--- config.mk ---
export PLATFORM = sky130hd
export DESIGN_NAME = hcsr04_dist_filter
export DESIGN_NICKNAME = d
export VERILOG_FILES = /design/src/rtl/hcsr04_pkg.sv /design/src/rtl/hcsr04_avg_ring.sv /design/src/rtl/hcsr04_dist_filter.sv
export SDC_FILE = /design/constraint.sdc
export NUM_CORES = 1
export LEC_CHECK = 0
export CORE_UTILIZATION = 52
export CTS_BUF_LIST = sky130_fd_sc_hd__clkbuf_8
export CTS_CLUSTER_SIZE = 24
export DETAILED_ROUTE_END_ITERATION = 6
export PLACE_DENSITY_LB_ADDON = 0.12
export SYNTH_ARGS = -nofsm -noshare
export SYNTH_HDL_FRONTEND = slang
export SYNTH_SLANG_ARGS = --single-unit
--- constraint.sdc ---
create_clock -name PCLK -period 3.2 [get_ports PCLK]
set_input_delay 0.64 -clock PCLK [delete_from_list [all_inputs] [get_ports PCLK]]
set_output_delay 0.64 -clock PCLK [all_outputs]
set_load 0.01 [all_outputs]
--- src/rtl/hcsr04_pkg.sv ---
// hcsr04_pkg: shared types, default constants and helpers for the HC-SR04 distance filter.
//   state_t        : measurement FSM states (IDLE, MEAS, CAPT)
//   MAX_CM_DEF     : default upper bound of an accepted distance, cm
//   TIMEOUT_US_DEF : default watchdog limit in 1 us ticks
//   sat_inc8       : 8-bit increment that holds at 255
package hcsr04_pkg;

    typedef enum logic [1:0] {IDLE, MEAS, CAPT} state_t;

    localparam int MAX_CM_DEF     = 400;
    localparam int TIMEOUT_US_DEF = 30000;

    function automatic logic [7:0] sat_inc8(input logic [7:0] v);
        return (v == 8'hFF) ? v : v + 8'd1;
    endfunction

endpackage

--- src/rtl/hcsr04_avg_ring.sv ---
// hcsr04_avg_ring: ring buffer with running sum producing a moving average of accepted samples.
//   PCLK        in   clock
//   PRESET      in   synchronous reset, active-low
//   clr         in   synchronous soft clear, active-high
//   i_wr        in   accept strobe, one cycle per accepted sample
//   i_din       in   sample written on i_wr
//   o_avg       out  registered average, updated the cycle after i_wr
//   o_valid     out  window filled since reset/clear (sticky)
//   o_upd       out  high on the cycle o_avg/o_valid load their next values
//   o_avg_nxt   out  value o_avg takes on the o_upd edge
//   o_valid_nxt out  value o_valid takes on the o_upd edge
module hcsr04_avg_ring #(
    parameter int DIST_W   = 9,
    parameter int WIN_LOG2 = 2
) (
    input  logic              PCLK,
    input  logic              PRESET,
    input  logic              clr,
    input  logic              i_wr,
    input  logic [DIST_W-1:0] i_din,
    output logic [DIST_W-1:0] o_avg,
    output logic              o_valid,
    output logic              o_upd,
    output logic [DIST_W-1:0] o_avg_nxt,
    output logic              o_valid_nxt
);
    localparam int                WIN_N = 1 << WIN_LOG2;
    localparam logic [WIN_LOG2:0] WIN   = (WIN_LOG2 + 1)'(WIN_N);

    logic [DIST_W-1:0]          r_buf [WIN_N];
    logic [DIST_W+WIN_LOG2-1:0] r_sum;
    logic [WIN_LOG2:0]          r_fill;
    logic [WIN_LOG2-1:0]        r_ptr;
    logic                       r_upd;
    logic [DIST_W-1:0]          r_avg;
    logic                       r_valid;
    logic [DIST_W+WIN_LOG2-1:0] w_din_x;
    logic [DIST_W+WIN_LOG2-1:0] w_old_x;

    assign w_din_x     = {{WIN_LOG2{1'b0}}, i_din};
    assign w_old_x     = {{WIN_LOG2{1'b0}}, r_buf[r_ptr]};
    assign o_avg_nxt   = r_sum[DIST_W+WIN_LOG2-1:WIN_LOG2];
    assign o_valid_nxt = r_valid | (r_fill == WIN);
    assign o_avg       = r_avg;
    assign o_valid     = r_valid;
    assign o_upd       = r_upd;

    always_ff @(posedge PCLK) begin
        if (!PRESET || clr) begin
            for (int i = 0; i < WIN_N; i++) r_buf[i] <= '0;
            r_sum   <= '0;
            r_fill  <= '0;
            r_ptr   <= '0;
            r_upd   <= 1'b0;
            r_avg   <= '0;
            r_valid <= 1'b0;
        end else begin
            r_upd <= i_wr;
            if (i_wr) begin
                // Swap the oldest sample out of the running sum; the sum cannot overflow.
                r_buf[r_ptr] <= i_din;
                r_sum        <= r_sum + w_din_x - w_old_x;
                r_ptr        <= r_ptr + 1'b1;
                r_fill       <= (r_fill == WIN) ? r_fill : r_fill + 1'b1;
            end
            if (r_upd) begin
                r_avg   <= o_avg_nxt;
                r_valid <= o_valid_nxt;
            end
        end
    end

endmodule

--- src/rtl/hcsr04_dist_filter.sv ---
// hcsr04_dist_filter: measurement-cycle FSM with watchdog, range check, moving average and
// hysteretic proximity alarm for the HC-SR04 ranging core.
// Optional macro HCSR04_FILT_MINMAX_EN enables min/max tracking of accepted samples.
//   PCLK         in   clock
//   PRESET       in   synchronous reset, active-low
//   tick_1us     in   1 us strobe
//   meas_start   in   trigger level; rising edge starts a measurement
//   meas_done    in   done strobe; dist_in valid the following cycle
//   dist_in      in   distance, cm
//   clr          in   synchronous soft clear, active-high (overrides everything)
//   thresh       in   alarm threshold, cm
//   avg_out      out  moving average
//   avg_valid    out  window filled since reset/clr
//   alarm        out  proximity alarm
//   timeout_cnt  out  saturating watchdog timeout count
//   reject_cnt   out  saturating out-of-range count
//   min_out      out  min accepted sample (macro only, else 0)
//   max_out      out  max accepted sample (macro only, else 0)
module hcsr04_dist_filter
    import hcsr04_pkg::*;
#(
    parameter int DIST_W     = 9,
    parameter int WIN_LOG2   = 2,
    parameter int TIMEOUT_US = TIMEOUT_US_DEF,
    parameter int MAX_CM     = MAX_CM_DEF,
    parameter int HYST_CM    = 2
) (
    input  logic              PCLK,
    input  logic              PRESET,
    input  logic              tick_1us,
    input  logic              meas_start,
    input  logic              meas_done,
    input  logic [DIST_W-1:0] dist_in,
    input  logic              clr,
    input  logic [DIST_W-1:0] thresh,
    output logic [DIST_W-1:0] avg_out,
    output logic              avg_valid,
    output logic              alarm,
    output logic [7:0]        timeout_cnt,
    output logic [7:0]        reject_cnt,
    output logic [DIST_W-1:0] min_out,
    output logic [DIST_W-1:0] max_out
);
    localparam int                TW    = $clog2(TIMEOUT_US);
    localparam logic [TW-1:0]     TLAST = TW'(TIMEOUT_US - 1);
    localparam logic [DIST_W-1:0] MAX_V = DIST_W'(MAX_CM);
    localparam logic [DIST_W:0]   HYST  = (DIST_W + 1)'(HYST_CM);

    state_t            r_state;
    logic              r_prev;
    logic [TW-1:0]     r_tcnt;
    logic [7:0]        r_to;
    logic [7:0]        r_rej;
    logic              r_alarm;
    logic              w_acc;
    logic              w_upd;
    logic [DIST_W-1:0] w_avg_nxt;
    logic              w_valid_nxt;
    logic [DIST_W:0]   w_release;

    assign w_acc       = (r_state == CAPT) && (dist_in <= MAX_V);
    // One extra bit so thresh + HYST_CM never wraps.
    assign w_release   = {1'b0, thresh} + HYST;
    assign timeout_cnt = r_to;
    assign reject_cnt  = r_rej;
    assign alarm       = r_alarm;

    hcsr04_avg_ring #(.DIST_W(DIST_W), .WIN_LOG2(WIN_LOG2)) u_ring (
        .PCLK        (PCLK),
        .PRESET      (PRESET),
        .clr         (clr),
        .i_wr        (w_acc),
        .i_din       (dist_in),
        .o_avg       (avg_out),
        .o_valid     (avg_valid),
        .o_upd       (w_upd),
        .o_avg_nxt   (w_avg_nxt),
        .o_valid_nxt (w_valid_nxt)
    );

    always_ff @(posedge PCLK) begin
        if (!PRESET || clr) begin
            r_state <= IDLE;
            r_prev  <= 1'b0;
            r_tcnt  <= '0;
            r_to    <= '0;
            r_rej   <= '0;
            r_alarm <= 1'b0;
        end else begin
            r_prev <= meas_start;
            case (r_state)
                IDLE: if (meas_start && !r_prev) begin
                    r_state <= MEAS;
                    r_tcnt  <= '0;
                end
                // Done is tested first so it wins over a coincident timeout.
                MEAS: if (meas_done) r_state <= CAPT;
                      else if (tick_1us) begin
                          if (r_tcnt == TLAST) begin
                              r_state <= IDLE;
                              r_to    <= sat_inc8(r_to);
                          end else r_tcnt <= r_tcnt + 1'b1;
                      end
                CAPT: begin
                    r_state <= IDLE;
                    if (!w_acc) r_rej <= sat_inc8(r_rej);
                end
                default: r_state <= IDLE;
            endcase
            // Alarm follows the average being loaded this cycle, not the stale one.
            if (w_upd)
                r_alarm <= (w_valid_nxt && (w_avg_nxt < thresh)) ? 1'b1 :
                           ({1'b0, w_avg_nxt} >= w_release) ? 1'b0 : r_alarm;
        end
    end

`ifdef HCSR04_FILT_MINMAX_EN
    logic [DIST_W-1:0] r_min;
    logic [DIST_W-1:0] r_max;
    logic [DIST_W-1:0] r_smp;
    logic              r_have;

    assign min_out = r_min;
    assign max_out = r_max;

    always_ff @(posedge PCLK) begin
        if (clr) begin
            r_min  <= '0;
            r_max  <= '0;
            r_smp  <= '0;
            r_have <= 1'b0;
        end else if (!PRESET) begin
            r_min  <= '1;
            r_max  <= '0;
            r_smp  <= '0;
            r_have <= 1'b0;
        end else begin
            if (w_acc) r_smp <= dist_in;
            // The first sample after reset/clr loads both bounds regardless of their reset value.
            if (w_upd) begin
                r_have <= 1'b1;
                r_min  <= (!r_have || r_smp < r_min) ? r_smp : r_min;
                r_max  <= (!r_have || r_smp > r_max) ? r_smp : r_max;
            end
        end
    end
`else
    assign min_out = '0;
    assign max_out = '0;
`endif

endmodule

==> results of run 1 <==
[sequential cells by signal (all words and copies together) (netlist names), named ones only]
| name | count |
|---|---|
| u_ring.r_sum | 11 |
| timeout_cnt | 8 |
| u_ring.r_buf | 36 |
| u_ring.r_fill | 3 |
| u_ring.o_avg | 9 |
| alarm | 1 |
| u_ring.o_upd | 1 |
| r_state | 2 |
| u_ring.o_valid | 1 |
| reject_cnt | 8 |
| u_ring.r_ptr | 2 |
| r_prev | 1 |
| r_tcnt | 15 |
[path summary, 6_finish.rpt]
kind | startpoint | end | cells past startpoint
worst min register to register | u_ring.r_sum[0] | u_ring.r_sum[0] | 2
worst min-delay path | u_ring.r_sum[0] | u_ring.r_sum[0] | 2
worst max-delay path | flop | u_ring.r_sum[10] | 11
worst max register to register | flop | u_ring.r_sum[10] | 11
[critical path, cell delays in order (launching register included)]
cell and delay [ns]:
dfxtp_2 0.35, buf_12 0.12, buf_4 0.15, mux4_2 0.52
fa_1 0.49, inv_1 0.04, ha_1 0.34, and4_1 0.22
a21oi_2 0.17, mux2_2 0.36, o21ai_1 0.13, o31ai_1 0.08
[cells in the final DEF (no fill, tap or decap), types with 3 or more instances in the layout]
cell type,count
mux4_2,9
o211ai_1,3
xnor2_1,28
clkbuf_8,10
xor2_1,9
and3_1,7
nor4_1,10
nand3b_1,3
conb_1,18
a21oi_1,20
a21o_1,3
o21a_1,3
nor3_1,24
and2_1,14
dfxtp_1,63
nand3_1,20
nand2b_1,8
mux2i_1,11
ha_1,32
nor2_1,58
nand2_1,36
nor4b_1,3
buf_4,49
clkdlybuf4s50_1,50
o21ai_0,10
fa_1,8
or3_1,4
inv_1,49
nand4_1,11
and4_1,4
nor2b_1,5
edfxtp_1,36
[metrics by stage]
stage | hold slack, ns | std cells | setup WS [ns] | area (um^2)
final | 0.477 | 810 | 0.116 | 6860
after global routing | 0.507 | 810 | 0.00135 | 6860
after CTS | 0.483 | 810 | 0.0138 | 6800
after detailed placement | 0.469 | 794 | -0.393 | 6570
after global placement | 0.447 | 794 | -0.337 | 6570
after floorplan | 0.436 | 597 | 0.00618 | 5720
[per-layer routing]
layer  vias up  routed length [um]  track usage [%]
met5         -                   0                0
met4         0                 159             8.04
met3         9                 341             3.19
met2        63                6140             41.0
met1      2097                5490             28.4
li1       2167                   -                -
[power by group through the flow]
stage               Combinational, mW  Sequential, mW  Clock (mW)
floorplan                       0.197            1.37           0
global placement                0.308            1.37           0
detailed placement              0.315            1.37           0
CTS                             0.325            1.34       0.893
global route                    0.383            1.34       0.937
finish                          0.345            1.34       0.871
[cell families after synthesis]
group / count (synthesis)
simple gates: 226
flops: 100
buf+inv: 90
compound gates: 62
fa+ha+maj: 43
xor+xnor: 37
mux: 21
other cells: 1
[repair_timing]
| item | 4_1_cts | 5_1_grt |
|---|---|---|
| buffers inserted | 0 | 0 |
| gates resized for setup | 5 | 13 |
| hold endpoints to repair | 0 | 0 |
| pin swaps | 1 | 2 |
| endpoints found under the setup margin | 2 | 4 |
| gates cloned | 0 | 0 |
[cell type report]
class / count / area [um^2] / area share [%]
Multi-Input combinational cell: 407 / 3010 / 43.9
Sequential cell: 100 / 2360 / 34.5
Timing Repair Buffer: 101 / 908 / 13.3
Inverter: 50 / 188 / 2.74
Tap cell: 136 / 170 / 2.48
Clock buffer: 10 / 138 / 2.01
Clock inverter: 6 / 76.3 / 1.11
==> flow_summary_export.csv, run 1 <==
group,metric,value,unit
cells_and_area,fin_util,65.8,%
timing,rsz0062_at_grt,"false",
clock_network,clockBufferDepth,2,
die,die_w,106,um
global_routing,grt_pass1_wl,20300,um
synth,synth-xor-area-share,5.73,%
routing,finalWirelength,12100,um
clock_network,clkTransAtPathRegs,0.10,ns
timing,setup-tns-final,0,ns
cells_and_area,nNetsFinal,736,
timing,period_share,96.4,%
synth,synth_simple_gate_area_share,21.7,%
pwr,power_density,373,mW/mm^2
routing,vias,4336,
synth,synthMuxAreaShare,5.73,%
timing,slew_headroom,56.1,%
clock_network,cts_buffers,9,
routing,dr.pass1.iters,4,
global_routing,antenna_found_initial,0,
die,core,0.0104,mm^2
pwr,pwr-share-seq,52.4,%
pwr,combPwrFrac,13.5,%
synth,synth.largest_area_cell,"dfxtp_1",
timing,fin_crit,3.08,ns
synth,synthArstFlopShare,0,%
die,die_area,0.0113,mm^2
cells_and_area,area_growth,21.2,%
die,die_y,106,um
pwr,clkPwrFrac,34.1,%
die,io_pins,69,
worst_hold_path,hp-class,"reg -> reg",
pwr,power_switching,0.636,mW
routing,routed_via_density,5.35,
timing,drv_slew,0,
worst_setup_path,worstPathRequired,3.45,ns
pwr,vdd_drop_max,0.259,mV
synth,ys_ff_latch,100,
worst_setup_path,path_class,"reg -> reg",
global_routing,gr-total-overflow,0,
synth,synth_top_family_by_area,"simple AND/OR/NAND/NOR gates",
clock_network,cts_tree,"done",
synth,synth.most_common_cell,"dfxtp_1",
synth,ys_warn_count,0,
synth,synth_top_cells_by_count,"dfxtp_1 (64), nor2_1 (59), inv_1 (49)",
clock_network,htreeDepth,3,
synth,syn_inst,580,
placement,io_buffers,50,
worst_setup_path,end_kind,"flop",
pwr,leakage,2.66,nW
worst_setup_path,cp.arrival,3.34,ns
synth,synth.yosys.seq_area_share,41.8,%
placement,dp_hpwl,9100,um
synth,yosys-top-cells-area,"dfxtp_1 (23%), edfxtp_1 (19%), ha_1 (7.5%)",
routing,drc,0,
synth,synth_area,0.00566,mm^2
flow_run,drv_cap,0,
timing,timing_hold_violations_final,0,
worst_setup_path,rrSetupSlack,0.12,ns
synth,synthAdderAreaFrac,10.7,%
synth,yosysUniqueCellTypes,61,
placement,place_congestion,0.814,
status,outcome,"finished clean",
synth,ys.flop_type,"dfxtp_1",
worst_setup_path,path_max_fanout,5,
timing,max_freq,324,MHz
global_routing,grt_pass1_vias,4345,
timing,skew,0.0145,ns
cells_and_area,num_antenna_cells,0,
routing,wl_per_cell,15.0,um
synth,synth-edff-count,36,
clock_network,cts_root_buffer,"clkbuf_8",
clock_network,hold_buffers,0,
pwr,finalPower,2.56,mW
timing,setup_viol,0,
global_routing,grt_max_degree,27,
synth,syn_avg_cell_area,9.75,um^2
synth,synth_compound_area_share,6.90,%
pwr,internal-power,1.92,mW
cells_and_area,drive_gt1_share,15.0,%
synth,yosysTopAreaCellShare,22.7,%
die,rows,37,
timing,worstMarginPinSlew,0.658,ns
routing,ant_nets,0,
cells_and_area,fillers,858,
worst_setup_path,cp-start-kind,"flop",
pwr,swShare,24.9,%
clock_network,clk_latency,0.37,ns
global_routing,grtUsageTotal,23.0,%
routing,first_iter_violations,159,
clock_network,cts_num_sinks,100,
die,start_util,54.3,%
No activity file was read; power rests on OpenSTA's default activity.
==> run 2, diff against run 1 <==
Settings changed: CAP_MARGIN set to 0, CORE_UTILIZATION 52 to 63.
Clock period 3.2 ns to 3.9 ns, I/O delays scaled along.
==> flow_summary_export.csv, run 2 (synthesis results as in run 1) <==
group,metric,value,unit
placement,dp_hpwl,8730,um
routing,drc,0,
worst_hold_path,hold_end,"u_ring.r_sum[0]",
die,start_util,64.8,%
clock_network,clk_latency,0.36,ns
worst_setup_path,end_kind,"flop",
routing,vias,4325,
die,die_w,96.7,um
clock_network,clockBufferDepth,2,
placement,io_buffers,50,
worst_setup_path,cp-start-kind,"input port",
die,die_area,0.00936,mm^2
timing,rsz0062_at_grt,"false",
worst_setup_path,cp_cell_sequence,"clkdlybuf4s50_1 > inv_1 > fa_1 > inv_1 > ha_1 > and2_1 > a221oi_1 > o21ai_0 > a41oi_1 > mux2i_1 > o311ai_0",
clock_network,htreeDepth,3,
worst_setup_path,crit_family,"compound AO/OA/AOI/OAI gates",
routing,dr.pass1.iters,6,
timing,period_share,89.5,%
clock_network,hold_buffers,0,
routing,wl_met1,5030,um
global_routing,grt_max_degree,33,
routing,route.met2.wl,6170,um
routing,top_layer_used,"met4",
timing,skew,0.0174,ns
cells_and_area,layout_common_cells,"dfxtp_1 (64), nor2_1 (59), inv_1 (51)",
timing,slew_headroom,48.5,%
timing,worstMarginPinSlew,0.770,ns
cells_and_area,num_antenna_cells,0,
routing,finalWirelength,12100,um
worst_hold_path,hp-class,"reg -> reg",
global_routing,grt_pass1_vias,4273,
timing,max_freq,287,MHz
cells_and_area,layout_commonest_cell,"dfxtp_1",
routing,dr_wl_met3,642,um
flow_run,drv_cap,0,
global_routing,grt_pass1_wl,19900,um
cells_and_area,reg.largest.list,"u_ring.r_buf x36, r_tcnt x15, u_ring.r_sum x11",
timing,drv_slew,0,
cells_and_area,top_register,"u_ring.r_buf",
worst_setup_path,reg2reg_to,"u_ring.r_sum[10]",
placement,dpl_cell_area,0.00624,mm^2
worst_setup_path,worstPathRequired,4.13,ns
pwr,power_density,300,mW/mm^2
worst_setup_path,critPathSlowestCell,"fa_1",
die,die_y,96.7,um
global_routing,antenna_found_initial,0,
worst_setup_path,cp.arrival,3.72,ns
cells_and_area,largest_reg_flops,36,
clock_network,cts_setup_buffers,0,
cells_and_area,final_cell_area,0.00641,mm^2
die,rows,34,
clock_network,cts_resized,0,
pwr,leakage,2.44,nW
clock_network,cts_buffers,9,
worst_setup_path,r2r_cells,11,
status,outcome,"finished clean",
pwr,vdd_drop_max,0.163,mV
global_routing,gr-total-overflow,0,
timing,setup_viol,0,
cells_and_area,drive_gt1_share,7.84,%
die,core,0.00872,mm^2
global_routing,grtUsageTotal,26.3,%
clock_network,cts_root_buffer,"clkbuf_8",
clock_network,clkTransAtPathRegs,0.09,ns
placement,place_congestion,0.907,
worst_setup_path,path_common_cell,"inv_1",
worst_hold_path,hold_depth,2,
worst_setup_path,path_max_fanout,4,
timing,timing_hold_violations_final,0,
routing,routed_via_density,5.80,
worst_setup_path,rrSetupSlack,0.44,ns
timing,fin_crit,3.49,ns
routing,wl_per_cell,16.2,um
clock_network,cts_num_sinks,100,
worst_setup_path,path_class,"in -> reg",
worst_setup_path,crit_buf_inv,3,
routing,ant_nets,0,
worst_setup_path,max_stage_delay,0.55,ns
worst_hold_path,min_from,"u_ring.r_sum[0]",
cells_and_area,fillers,643,
cells_and_area,nNetsFinal,700,
routing,first_iter_violations,293,
timing,setup-tns-final,0,ns
die,io_pins,69,
clock_network,cts_tree,"done",
cells_and_area,area_growth,13.3,%
==> run 2: layout make-up <==
| cell class | count | area [um^2] | share of cell area (%) |
|---|---|---|---|
| timing repair buffer | 65 | 613 | 9.57 |
| sequential | 100 | 2360 | 36.9 |
| clock inverter | 7 | 45.0 | 0.703 |
| multi-input combinational | 407 | 2940 | 45.9 |
| inverter | 50 | 188 | 2.93 |
| tap | 108 | 135 | 2.11 |
| clock buffer | 9 | 124 | 1.93 |
==> run 2: worst max path at each step <==
stage	start	end	slack [ns]	cells after the start
finish	dist_in[3]	u_ring.r_sum[9]	0.41	11
global route	flop	u_ring.r_sum[9]	0.17	10
CTS	dist_in[3]	u_ring.r_sum[9]	0.44	11
detailed placement	dist_in[3]	u_ring.r_sum[9]	0.08	11
global placement	dist_in[3]	u_ring.r_sum[9]	0.16	11
floorplan	flop	u_ring.r_sum[9]	0.40	11
==> run 2: layer usage <==
| layer | vias to the layer above | track usage [%] |
|---|---|---|
| li1 | 2096 | - |
| met1 | 2055 | 31.9 |
| met2 | 151 | 47.2 |
| met3 | 23 | 5.64 |
| met4 | 0 | 7.23 |
| met5 | - | 0 |
==> run 2: worst reg2reg max path, stage by stage, from the launching register on <==
cell and delay (ns):
dfxtp_1 0.50, buf_4 0.20, buf_4 0.17, mux4_2 0.53, fa_1 0.49, inv_1 0.05
ha_1 0.38, and4_1 0.23, a21oi_1 0.17, mux2_2 0.36, o21ai_0 0.17, o31ai_1 0.09
==> run 2: where the power goes <==
group	switching [mW]	internal [mW]	leakage, nW
Sequential	0.00625	1.09	0.916
Combinational	0.133	0.0935	1.43
Clock	0.364	0.230	0.0882
Total	0.503	1.42	2.44
==> run 2: metrics by stage <==
stage	hold slack [ns]	util (%)	total power, mW	std cells	setup WS, ns
floorplan	0.436	-	1.28	597	0.397
CTS	0.475	73.5	1.92	746	0.443
detailed placement	0.462	71.5	1.34	730	0.0795
finish	0.472	73.5	1.92	746	0.410
global placement	0.444	71.5	1.34	730	0.164
global route	0.497	73.5	2.00	746	0.168
